[src/rtl/cdb_rr_arbiter_pkg.sv]
// Shared constants, source codes and the circular-successor helper for the CDB arbiter.
package cdb_rr_arbiter_pkg;

    localparam int REG_LOCK_WIDTH = 5;
    localparam int DATA_WIDTH     = 32;
    localparam int ADDR_WIDTH     = 32;
    localparam int REG_NO_LOCK    = 0;

    localparam logic [1:0] CDB_SRC_NONE = 2'd0;
    localparam logic [1:0] CDB_SRC_ALU  = 2'd1;
    localparam logic [1:0] CDB_SRC_LSM  = 2'd2;
    localparam logic [1:0] CDB_SRC_BRA  = 2'd3;

    // Next source in the ALU->LSM->BRA ring; NONE maps onto ALU.
    function automatic logic [1:0] next_src(input logic [1:0] s);
        return (s == CDB_SRC_BRA) ? CDB_SRC_ALU : s + 2'd1;
    endfunction

endpackage

[src/rtl/cdb_rr_pick.sv]
// Combinational round-robin pick over ALU/LSM/BRA (eligible bit 0 = ALU),
// with an optional BRA-always-wins mode.
module cdb_rr_pick
    import cdb_rr_arbiter_pkg::*;
(
    input  logic [2:0] eligible_i,
    input  logic [1:0] last_winner_i,
    input  logic       bra_prio_i,
    output logic [1:0] winner_o,
    output logic       any_o
);

    logic [2:0] pool;
    logic [1:0] cand;
    logic       found;

    always_comb begin
        winner_o = CDB_SRC_NONE;
        any_o    = |eligible_i;
        pool     = bra_prio_i ? {1'b0, eligible_i[1:0]} : eligible_i;
        cand     = last_winner_i;
        found    = 1'b0;
        if (bra_prio_i && eligible_i[2]) begin
            winner_o = CDB_SRC_BRA;
        end else begin
            // Walk the ring starting just after the last winner.
            for (int k = 0; k < 3; k++) begin
                cand = next_src(cand);
                if (!found && pool[cand - 2'd1]) begin
                    winner_o = cand;
                    found    = 1'b1;
                end
            end
        end
    end

endmodule

[src/rtl/cdb_rr_arbiter.sv]
// Registered round-robin owner of the common data bus.
// Build option: define CDB_BRA_PRIO_EN to let an eligible BRA always win.
module cdb_rr_arbiter
    import cdb_rr_arbiter_pkg::*;
#(
    parameter int LOCK_W  = REG_LOCK_WIDTH,
    parameter int DATA_W  = DATA_WIDTH,
    parameter int ADDR_W  = ADDR_WIDTH,
    parameter int NO_LOCK = REG_NO_LOCK
) (
    input  logic              clk_i,
    input  logic              rst_ni,
    input  logic              flush_i,
    input  logic              alu_req_i,
    output logic              alu_grnt_o,
    input  logic [LOCK_W-1:0] alu_in_index_i,
    input  logic [DATA_W-1:0] alu_in_data_i,
    input  logic              lsm_req_i,
    output logic              lsm_grnt_o,
    input  logic [LOCK_W-1:0] lsm_in_index_i,
    input  logic [DATA_W-1:0] lsm_in_data_i,
    input  logic [ADDR_W-1:0] lsm_in_addr_i,
    input  logic              bra_req_i,
    output logic              bra_grnt_o,
    input  logic [LOCK_W-1:0] bra_in_index_i,
    input  logic [DATA_W-1:0] bra_in_data_i,
    output logic              out_valid_o,
    output logic [1:0]        out_src_o,
    output logic              out_is_branch_o,
    output logic [LOCK_W-1:0] out_index_o,
    output logic [DATA_W-1:0] out_data_o,
    output logic [ADDR_W-1:0] out_addr_o
);

`ifdef CDB_BRA_PRIO_EN
    localparam logic BRA_PRIO = 1'b1;
`else
    localparam logic BRA_PRIO = 1'b0;
`endif

    localparam logic [LOCK_W-1:0] NO_TAG = LOCK_W'(NO_LOCK);

    logic [2:0]        req_vec;
    logic [2:0]        eligible;
    logic [1:0]        winner;
    logic              any;
    logic [LOCK_W-1:0] win_index;
    logic [DATA_W-1:0] win_data;
    logic [ADDR_W-1:0] win_addr;

    logic [2:0]        grnt_q,  grnt_d;
    logic [1:0]        last_q,  last_d;
    logic              valid_q, valid_d;
    logic [1:0]        src_q,   src_d;
    logic              br_q,    br_d;
    logic [LOCK_W-1:0] index_q, index_d;
    logic [DATA_W-1:0] data_q,  data_d;
    logic [ADDR_W-1:0] addr_q,  addr_d;

    assign req_vec = {bra_req_i, lsm_req_i, alu_req_i};

    // A source granted last cycle still shows its old req/payload, so mask it.
    for (genvar gi = 0; gi < 3; gi++) begin : g_elig
        assign eligible[gi] = req_vec[gi] & ~grnt_q[gi];
    end

    cdb_rr_pick u_pick (
        .eligible_i    (eligible),
        .last_winner_i (last_q),
        .bra_prio_i    (BRA_PRIO),
        .winner_o      (winner),
        .any_o         (any)
    );

    always_comb begin
        win_index = NO_TAG;
        win_data  = '0;
        win_addr  = '0;
        case (winner)
            CDB_SRC_ALU: begin
                win_index = alu_in_index_i;
                win_data  = alu_in_data_i;
            end
            CDB_SRC_LSM: begin
                win_index = lsm_in_index_i;
                win_data  = lsm_in_data_i;
                win_addr  = lsm_in_addr_i;
            end
            CDB_SRC_BRA: begin
                win_index = bra_in_index_i;
                win_data  = bra_in_data_i;
            end
            default: ;
        endcase
    end

    always_comb begin
        grnt_d  = '0;
        last_d  = last_q;
        valid_d = 1'b0;
        src_d   = CDB_SRC_NONE;
        br_d    = 1'b0;
        index_d = NO_TAG;
        data_d  = data_q;
        addr_d  = addr_q;
        if (!flush_i && any) begin
            grnt_d[winner - 2'd1] = 1'b1;
            src_d   = winner;
            br_d    = (winner == CDB_SRC_BRA);
            index_d = win_index;
            valid_d = (win_index != NO_TAG);
            data_d  = win_data;
            addr_d  = win_addr;
            // In priority mode a BRA win leaves the ALU/LSM rotation untouched.
            if (!(BRA_PRIO && winner == CDB_SRC_BRA)) begin
                last_d = winner;
            end
        end
    end

    always_ff @(posedge clk_i or negedge rst_ni) begin
        if (!rst_ni) begin
            grnt_q  <= '0;
            last_q  <= CDB_SRC_BRA;
            valid_q <= 1'b0;
            src_q   <= CDB_SRC_NONE;
            br_q    <= 1'b0;
            index_q <= NO_TAG;
            data_q  <= '0;
            addr_q  <= '0;
        end else begin
            grnt_q  <= grnt_d;
            last_q  <= last_d;
            valid_q <= valid_d;
            src_q   <= src_d;
            br_q    <= br_d;
            index_q <= index_d;
            data_q  <= data_d;
            addr_q  <= addr_d;
        end
    end

    assign alu_grnt_o      = grnt_q[0];
    assign lsm_grnt_o      = grnt_q[1];
    assign bra_grnt_o      = grnt_q[2];
    assign out_valid_o     = valid_q;
    assign out_src_o       = src_q;
    assign out_is_branch_o = br_q;
    assign out_index_o     = index_q;
    assign out_data_o      = data_q;
    assign out_addr_o      = addr_q;

endmodule
[config.mk]
export PLATFORM = sky130hd
export DESIGN_NAME = cdb_rr_arbiter
export DESIGN_NICKNAME = d
export VERILOG_FILES = /design/src/rtl/cdb_rr_arbiter_pkg.sv /design/src/rtl/cdb_rr_pick.sv /design/src/rtl/cdb_rr_arbiter.sv
export SDC_FILE = /design/constraint.sdc
export NUM_CORES = 1
export LEC_CHECK = 0
export BUFFER_PORTS_ARGS = -buffer_cell sky130_fd_sc_hd__buf_2
export CORE_MARGIN = 1.5
export CORE_UTILIZATION = 40
export CTS_CLUSTER_DIAMETER = 50
export DETAILED_ROUTE_END_ITERATION = 16
export HOLD_SLACK_MARGIN = 0.08
export PLACE_DENSITY = 0.8
export SYNTH_ARGS = -nofsm -noshare
export SYNTH_HDL_FRONTEND = slang
export SYNTH_SLANG_ARGS = --single-unit
[constraint.sdc]
create_clock -name clk_i -period 4.35 [get_ports clk_i]
set_input_delay 0.2175 -clock clk_i [delete_from_list [all_inputs] [get_ports clk_i]]
set_output_delay 0.2175 -clock clk_i [all_outputs]
set_load 0.02 [all_outputs]
Word level (Yosys, flattened, before mapping) --
Cells that the tools add are included.
Storage, ports and cells: register bits after elaboration 78, bits of input ports 149
Cells by class: add/sub/neg operators 7, order comparisons 5, eq/ne operators 6, mux-type cells 24, bitwise operators 6, reduce and logical (&&, ||, !) cells 9
Operator list (number):
- $pmux W32 S3 | 1
- $mux W32 | 1
- $pmux W5 S3 | 1
- $mux W2 | 7
- $lt A2 B3 Y1 const B | 4
- $eq A2 B2 Y1 const B | 5
- $mux W1 | 8
- $sub A2 B1 Y2 const B | 4
- $add A2 B1 Y2 const B | 3
- $bmux W1 S2 | 3
- $mux W5 | 1
- $reduce_bool A5 Y1 | 1
- $logic_and A1 B1 Y1 | 4
- $and A1 B1 Y1 | 3
- $logic_not A1 Y1 | 3
- $mux W3 | 1
- $not A1 Y1 | 3
- $reduce_or A3 Y1 | 1
- $demux W1 S2 | 1
- $eq A2 B1 Y1 const B | 1
- $ge A2 B1 Y1 const B | 1

Depth between registers and ports, before layout --
Gate-level depths: netlist (run 1).
depth in word-level cells 18, mapped depth 11

By module --
A second synthesis (run 1) with hierarchy kept.
Second synthesis, totals: cells, all modules 333, area, all modules 3762.4 um^2
By module, submodules not included:
- cdb_rr_arbiter | instances 1, cells each 302, area an instance 3518.4 um^2
- cdb_rr_pick | instances 1, cells each 31, area an instance 244.0 um^2

Worst setup path before layout (run 1) --
No wires, ideal clock.
path type register to register, start point register last_q[0], end point register valid_q, in the netlist out_valid_o, library setup time 0.140 ns, arrival 2.475 ns, data required time 4.210 ns, setup slack 1.735 ns, stages on the path, launching flop included 10, buffers on the path 1, cells stage by stage dfstp_2 > inv_1 > ha_1 > or4b_1 > o211a_2 > o21a_2 > buf_6 > or4_1 > a31oi_1 > o32ai_1
Between the ends: cells in the longest elaborated chain, start to end 16, elaborated cells between the ends (all ways) 33, classes of those cells add/sub: 6; eq/ne: 6; mux: 16; reduce/logical: 5
RTL lines:
- from (decl) | RTL line cdb_rr_arbiter.sv:52 | logic [1:0] last_q, last_d;
- from (signal assigned) | RTL line cdb_rr_arbiter.sv:133 | last_q <= last_d;
- $add A2 B1 Y2 or $eq A2 B2 Y1 (tied branches) | RTL line cdb_rr_arbiter_pkg.sv:16 | return (s == CDB_SRC_BRA) ? CDB_SRC_ALU : s + 2'd1;
- $mux W2 * | RTL line cdb_rr_arbiter_pkg.sv:16
- parallel branches: the longest is 9 deep, another holds $add A2 B1 Y2
- $mux W2 * | RTL line cdb_rr_pick.sv:29 | if (!found && pool[cand - 2'd1]) begin
- $eq A2 B2 Y1 or $eq A2 B1 Y1 (tied branches) | RTL line cdb_rr_arbiter.sv:79 | case (winner)
- $pmux W5 S3 * | RTL line cdb_rr_arbiter.sv:79
- $reduce_bool A5 Y1 * | RTL line cdb_rr_arbiter.sv:111 | valid_d = (win_index != NO_TAG);
- $mux W1 * | RTL line cdb_rr_arbiter.sv:106 | if (!flush_i && any) begin
- named net valid_d | RTL line cdb_rr_arbiter.sv:53 | logic valid_q, valid_d;
- to (signal assigned) | RTL line cdb_rr_arbiter.sv:134 | valid_q <= valid_d;
- to (decl) | RTL line cdb_rr_arbiter.sv:53
Mark *: on every way through the listed nets, which the timed path passes. The select of a mux whose other input is x is not followed. A chain may end at the register's enable or synchronous reset.

Worst setup path after layout (run 1) --
start point register last_q[0], end point register addr_q[10], in the netlist out_addr_o[10]
Between the ends: cells in the longest elaborated chain, start to end 14, elaborated cells between the ends (all ways) 29, classes of those cells add/sub: 6; eq/ne: 4; mux: 15; reduce/logical: 4
RTL lines:
- $add A2 B1 Y2 or $eq A2 B2 Y1 (tied branches) | RTL line cdb_rr_arbiter_pkg.sv:16
- $mux W2 * | RTL line cdb_rr_arbiter_pkg.sv:16
- parallel branches: the longest is 9 deep, another holds $add A2 B1 Y2
- $mux W2 * | RTL line cdb_rr_pick.sv:29
- $eq A2 B2 Y1 * | RTL line cdb_rr_arbiter.sv:79
- $mux W32 * | RTL line cdb_rr_arbiter.sv:79
- to (signal assigned) | RTL line cdb_rr_arbiter.sv:139 | addr_q <= addr_d;
- to (decl) | RTL line cdb_rr_arbiter.sv:58 | logic [ADDR_W-1:0] addr_q, addr_d;
Every way passes the cells marked *. The select of a mux whose other input is x is not followed.

==> results of run 1 <==
[Yosys cell counts]
cell,number
a21oi_1,73
o21ai_1,1
nand3_1,39
a22o_1,32
or4_1,1
dfstp_2,2
nor4b_1,1
nor2_1,39
buf_2,8
or4b_1,1
a31oi_1,2
and4_1,1
o211ai_1,1
o32ai_1,1
buf_4,1
inv_1,3
a22oi_4,1
clkbuf_1,25
nor3_1,3
a221oi_1,1
buf_1,2
nand2b_1,4
o211a_2,1
nor4_1,2
buf_6,4
o21a_2,1
nor3_2,1
dfrtp_1,75
o21ai_0,43
nor4bb_1,2
o32ai_2,1
or4bb_1,1
o32a_1,1
ha_1,4
a21o_1,39
and2_1,1
a31o_2,1
nor2b_1,2
nand2_1,11
nand3b_1,1
[flip-flops by register name (all words and copies together) (netlist names)]
register         count
out_addr_o          32
out_data_o          32
out_index_o          5
grnt_q               2
last_q               2
out_src_o            2
out_is_branch_o      1
out_valid_o          1
[power groups by stage]
stage / logic, mW / clock network, mW / registers [mW]
finish: 2.90 / 0.582 / 1.27
global placement: 2.78 / 0 / 1.26
CTS: 2.89 / 0.592 / 1.26
detailed placement: 2.88 / 0 / 1.27
global route: 3.15 / 0.619 / 1.31
floorplan: 1.62 / 0 / 1.68
[area by class of cell]
type / count / area, um^2 / area share (%)
Sequential cell: 77 / 1929 / 33.89
Multi-Input combinational cell: 313 / 1904 / 33.45
Timing Repair Buffer: 261 / 1476 / 25.93
Tap cell: 133 / 166.4 / 2.923
Clock buffer: 9 / 123.9 / 2.176
Clock inverter: 7 / 81.33 / 1.429
Inverter: 3 / 11.26 / 0.1978
[logic make-up (layout without fill, tap and decap cells)]
| family | count (synthesis) | after routing | synth area share (%) |
|---|---|---|---|
| DFF | 77 | 77 | 48.31 |
| and+or+nand+nor | 110 | 110 | 13.47 |
| AOI/OAI and AO/OA | 199 | 199 | 31.83 |
| buffers and inverters | 43 | 280 | 5.138 |
| adders and majority gates | 4 | 4 | 1.253 |
[worst min-delay path by stage]
stage	endpoint	slack, ns	cells past startpoint
5_1_grt	out_addr_o[5]	0.1	2
4_1_cts	out_addr_o[29]	0.08	2
3_3_place_gp	out_addr_o[1]	0.42	1
6_report	out_addr_o[29]	0.10	2
3_5_place_dp	out_addr_o[24]	0.44	2
2_1_floorplan	grnt_q[0]	-0.08	0
[cell usage in the layout (no fill, tap or decap), types with 2 or more instances in the layout]
cell type,count
o21ai_0,43
inv_6,2
dfstp_2,2
buf_2,223
a22o_1,32
buf_4,8
clkbuf_8,9
dfrtp_1,75
dlygate4sd3_1,30
nand2b_1,4
inv_1,3
a21o_1,39
nor3_1,3
nor4bb_1,2
nor2_1,39
nor4_1,2
a21oi_1,73
nand3_1,39
nand2_1,11
nor2b_1,2
clkinv_4,2
ha_1,4
[what timing repair did]
action | CTS | global route
setup buffers | 0 | 0
hold buffers | 30 | 0
endpoints found under the hold margin | 104 | 0
[critical path, delay by kind of cell, from the launching register on]
family          cells  cell delay, ns
buf+inv             2            0.41
flops               1            0.55
simple gates        4            1.03
compound gates      2            0.89
fa+ha+maj           1            0.43
[metal layers]
| metal | vias to the layer above | wire length (um) |
|---|---|---|
| met1 | 2147 | 5275 |
| met3 | 31 | 942 |
| met5 | - | 0 |
| met2 | 222 | 6749 |
| li1 | 2048 | - |
| met4 | 0 | 348 |
[metrics by stage]
step / setup WS [ns] / hold WS [ns] / instance area [um^2]
floorplan: 1.735 / -0.07809 / 3994
global placement: 1.113 / 0.4229 / 5187
detailed placement: 0.9653 / 0.4376 / 5187
CTS: 0.9296 / 0.08492 / 5693
global route: 0.6576 / 0.09898 / 5693
finish: 0.9408 / 0.1012 / 5693
==> flow_metrics.py, run 1 <==
metrics = {
    "critical_path": {
        "path_class": "reg2reg",
        "rr_worst_depth": 9,
        "end_kind": "flop",
        "crit_end": "out_addr_o[10]",
        "reg2reg_setup_slack_ns": 0.94,
        "r2r_end": "out_addr_o[10]",
        "critical_path.max_fanout": 41,
        "startpoint": "last_q[0]",
        "cp.required_ns": 4.64,
        "crit_arrival_ns": 3.70,
        "cp-start-kind": "flop",
        "cpPeakStageDelay_ns": 0.69,
        "crit_chain": "inv_1 > ha_1 > nand2b_1 > nor4_1 > o21a_2 > nor2_1 > nor3_4 > buf_4 > a22o_1",
        "slowest_stage": "o21a_2",
        "regToRegStartpoint": "last_q[0]",
    },
    "finish": {
        "layout.cells.non_filler": 803,
        "nets": 818,
        "n_antenna_cell": 0,
        "post-route-util_pct": 58.51,
        "nFillCells": 903,
        "syn2layout_area_growth_pct": 42.54,
        "layout-drive-gt1-share_pct": 38.51,
    },
    "sta": {
        "tns_ns": 0,
        "post-route-period-util_pct": 78.37,
        "finalSetupViolCount": 0,
        "timing.slew.headroom_pct": 23.16,
        "hold_viol_final": 0,
        "grt_setup_unrepaired": "no",
        "fmax_ghz": 0.2933,
        "worst_pin_slew_ns": 1.148,
        "fin_worst_skew_ns": 0.01434,
        "fin_crit_ns": 3.409,
        "slew_viol_final": 0,
    },
    "global_routing": {
        "grt-ovfl-total": 0,
        "grt_pass1_vias": 4188,
        "antenna_found_initial": 0,
        "track_usage_pct": 24.56,
        "use_met3_pct": 5.424,
        "grt.busiest_layer": "met2",
        "grt_max_degree": 78,
        "use_met1_pct": 31.60,
        "grt_pass1_wl_um": 20510,
        "use_met2_pct": 40.38,
    },
    "logic_synthesis": {
        "postSynthAreaPerCell_um2": 9.224,
        "syn-num-nets": 586,
        "synth_area_um2": 3994,
        "yosysTopAreaCell": "dfrtp_1",
        "ys_types": 40,
        "synth_seq_cells": 77,
        "synthTopCellsByArea": "dfrtp_1 47%, a21oi_1 9.1%, a21o_1 7.3%, a22o_1 7.0%, o21ai_0 5.4%",
        "ys_seq_area_share_pct": 48.31,
        "syn-instance-count": 433,
        "yosysTopAreaCellShare_pct": 46.99,
        "ys_warn_count": 0,
    },
    "job": {
        "maxCapViolations": 0,
    },
    "route": {
        "dr.pass1.iters": 5,
        "drtIter0Drc": 242,
        "post_drt_wl_per_cell_um": 16.58,
        "vias_per_cell": 5.539,
        "finalWirelength_um": 13320,
        "drcViolationCount": 0,
        "vias": 4448,
        "postRouteAntennaNets": 0,
    },
    "power": {
        "combPwrFrac_pct": 61.0,
        "vdd_drop_max_uv": 393.2,
        "internal_power_mw": 2.405,
        "p_switching_mw": 2.346,
        "seqPwrFrac_pct": 26.7,
        "power_density_nw_per_um2": 834.4,
        "power_mw": 4.750,
        "pwr-share-clk_pct": 12.2,
        "switching_share_pct": 49.38,
        "leakagePower_nw": 2.933,
    },
    "clock_tree": {
        "worstSkewPairLatency_ns": 0.35,
        "htree_levels": 3,
        "path_clk_slew_ns": 0.09,
        "ctsResizeCount": 0,
        "cts.sinks": 77,
        "clk_path_buf_depth": 2,
        "clockRootBuffer": "clkbuf_8",
        "cts_buffers": 9,
        "tritoncts": "done",
    },
    "place": {
        "placed_cells": 757,
        "numPortBuffers": 224,
        "place_congestion": 0.8217,
        "place_hpwl_um": 8905,
    },
    "floorplanning": {
        "pin_count": 225,
        "rows": 36,
        "die_y_um": 102.9,
        "dieArea_um2": 10590,
        "die_x_um": 102.9,
        "core_um2": 9729,
        "start_util_pct": 41.05,
    },
    "min_path": {
        "hold_class": "in2reg",
        "min_from": "lsm_in_addr_i[29]",
    },
    "run_status": {
        "status": "complete, no violations",
    },
}
Note: power is estimated with default switching activity, not from simulation.
==> run 2, diff against run 1 <==
- clock period: 4.35 -> 3.4 ns (I/O delays scaled with it)
==> run 2 against run 1 <==
  * Combinational power rose by 31%
  * Flip-flop and latch count did not move
  * Die area stayed put
  * Critical endpoint is now out_data_o[16]
  * Largest cell class unchanged
==> flow_metrics.py, run 2 (synthesis gave the netlist of run 1 again) <==
metrics = {
    "finish": {
        "layout_common_cells": "223 x buf_2, 75 x dfrtp_1, 73 x a21oi_1",
        "layout.cells.non_filler": 816,
        "syn2layout_area_growth_pct": 45.77,
        "mostFrequentLayoutCell": "buf_2",
        "layout-drive-gt1-share_pct": 38.51,
        "n_antenna_cell": 0,
        "nets": 832,
        "nFillCells": 874,
    },
    "sta": {
        "slew_viol_final": 0,
        "post-route-period-util_pct": 89.49,
        "fmax_ghz": 0.3286,
        "holdWs_ns": 0.1123,
        "grt_setup_unrepaired": "no",
        "hold_viol_final": 0,
        "worst_pin_slew_ns": 0.9702,
        "finalSetupViolCount": 0,
        "timing.slew.headroom_pct": 35.32,
        "tns_ns": 0,
        "fin_worst_skew_ns": 0.01372,
        "fin_crit_ns": 3.043,
    },
    "route": {
        "drcViolationCount": 0,
        "drtIter0Drc": 354,
        "postRouteAntennaNets": 0,
        "finalWirelength_um": 13670,
        "dr.pass1.iters": 5,
        "post_drt_wl_per_cell_um": 16.75,
        "vias": 4466,
        "vias_per_cell": 5.473,
    },
    "global_routing": {
        "grt_pass1_wl_um": 20330,
        "grt_max_degree": 78,
        "track_usage_pct": 24.74,
        "grt_pass1_vias": 4135,
        "antenna_found_initial": 1,
        "grt-ovfl-total": 0,
    },
    "clock_tree": {
        "post_cts.repair.setup_buffers": 0,
        "tritoncts": "done",
        "path_clk_slew_ns": 0.09,
        "worstSkewPairLatency_ns": 0.35,
        "cts.sinks": 77,
        "htree_levels": 3,
        "ctsResizeCount": 0,
        "clockRootBuffer": "clkbuf_8",
        "clk_path_buf_depth": 2,
        "ctsHoldBuffers": 38,
        "cts_buffers": 9,
    },
    "power": {
        "vdd_drop_max_uv": 667.5,
        "leakagePower_nw": 2.987,
        "power_density_nw_per_um2": 1055,
    },
    "critical_path": {
        "crit_arrival_ns": 3.31,
        "cp-start-kind": "flop",
        "end_kind": "flop",
        "cp.required_ns": 3.67,
        "path_class": "reg2reg",
        "critical_path.max_fanout": 25,
    },
    "floorplanning": {
        "pin_count": 225,
        "die_y_um": 102.9,
        "core_um2": 9729,
        "start_util_pct": 41.05,
        "dieArea_um2": 10590,
        "rows": 36,
        "die_x_um": 102.9,
    },
    "place": {
        "placed_cells": 763,
        "numPortBuffers": 224,
        "place_congestion": 0.8298,
        "place_hpwl_um": 9247,
    },
    "run_status": {
        "status": "complete, no violations",
    },
    "job": {
        "maxCapViolations": 0,
    },
    "min_path": {
        "hold_class": "in2reg",
    },
}
run 2: cell count changes in the layout (fill, tap and decap cells not counted):
cell and delta:
dlygate4sd3_1 +8, buf_4 +5, buf_12 +1, clkinv_2 -1
clkinv_4 +1, clkinvlp_4 +1, inv_6 -1, inv_8 -1
run 2: worst max-delay path: stages, from the launching register on:
cell and delay [ns]:
dfstp_2 0.55, inv_1 0.07, ha_1 0.43, nand2b_1 0.21
nor4_1 0.48, o21a_2 0.45, buf_4 0.32, o21ai_0 0.13
a21o_1 0.19, a21oi_1 0.13
run 2: final cells by class:
type / count / area (um^2) / share of cell area, %
multi-input combinational: 313 / 1904 / 32.71
tap: 133 / 166.4 / 2.858
sequential: 77 / 1929 / 33.14
timing repair buffer: 275 / 1614 / 27.72
inverter: 3 / 11.26 / 0.1934
clock inverter: 6 / 72.57 / 1.247
clock buffer: 9 / 123.9 / 2.128
run 2: stage by stage:
step / util (%) / setup WS, ns / cell area [um^2] / power [mW]
6_report: 59.84 / 0.3572 / 5822 / 6.142
5_1_grt: 59.84 / 0.1175 / 5822 / 6.564
4_1_cts: 59.84 / 0.3412 / 5822 / 6.127
3_5_place_dp: 53.91 / 0.3575 / 5245 / 5.365
3_3_place_gp: 53.91 / 0.5371 / 5245 / 5.237
2_1_floorplan: - / 0.7846 / 3994 / 4.226
run 2: routing by layer:
metal,global-route usage (%),wire (um),vias up,part of all wire (%)
li1,-,-,2072,-
met1,32.69,5517,2142,40
met2,40.99,6898,221,50
met3,4.949,1003,29,7.3
met4,7.796,239,2,1.7
met5,0,7,-,0.051
run 2: path summary, 6_finish.rpt:
check,start,end,slack [ns],cells past startpoint
setup / recovery,last_q[0],out_data_o[16],0.36,9
setup reg to reg,last_q[0],out_data_o[16],0.36,9
max in group asynchronous,rst_ni,out_data_o[18],2.24,2
hold / removal,lsm_in_data_i[8],out_data_o[8],0.11,3
hold reg to reg,out_addr_o[15],out_addr_o[15],0.51,1
min in group asynchronous,rst_ni,out_addr_o[8],0.53,2
run 2: report_power, final:
part           switching, mW  total (mW)  internal (mW)
Sequential             0.252        1.62           1.37
Combinational           2.39        3.81           1.42
Clock                  0.366       0.708          0.342
Total                   3.01        6.14           3.14
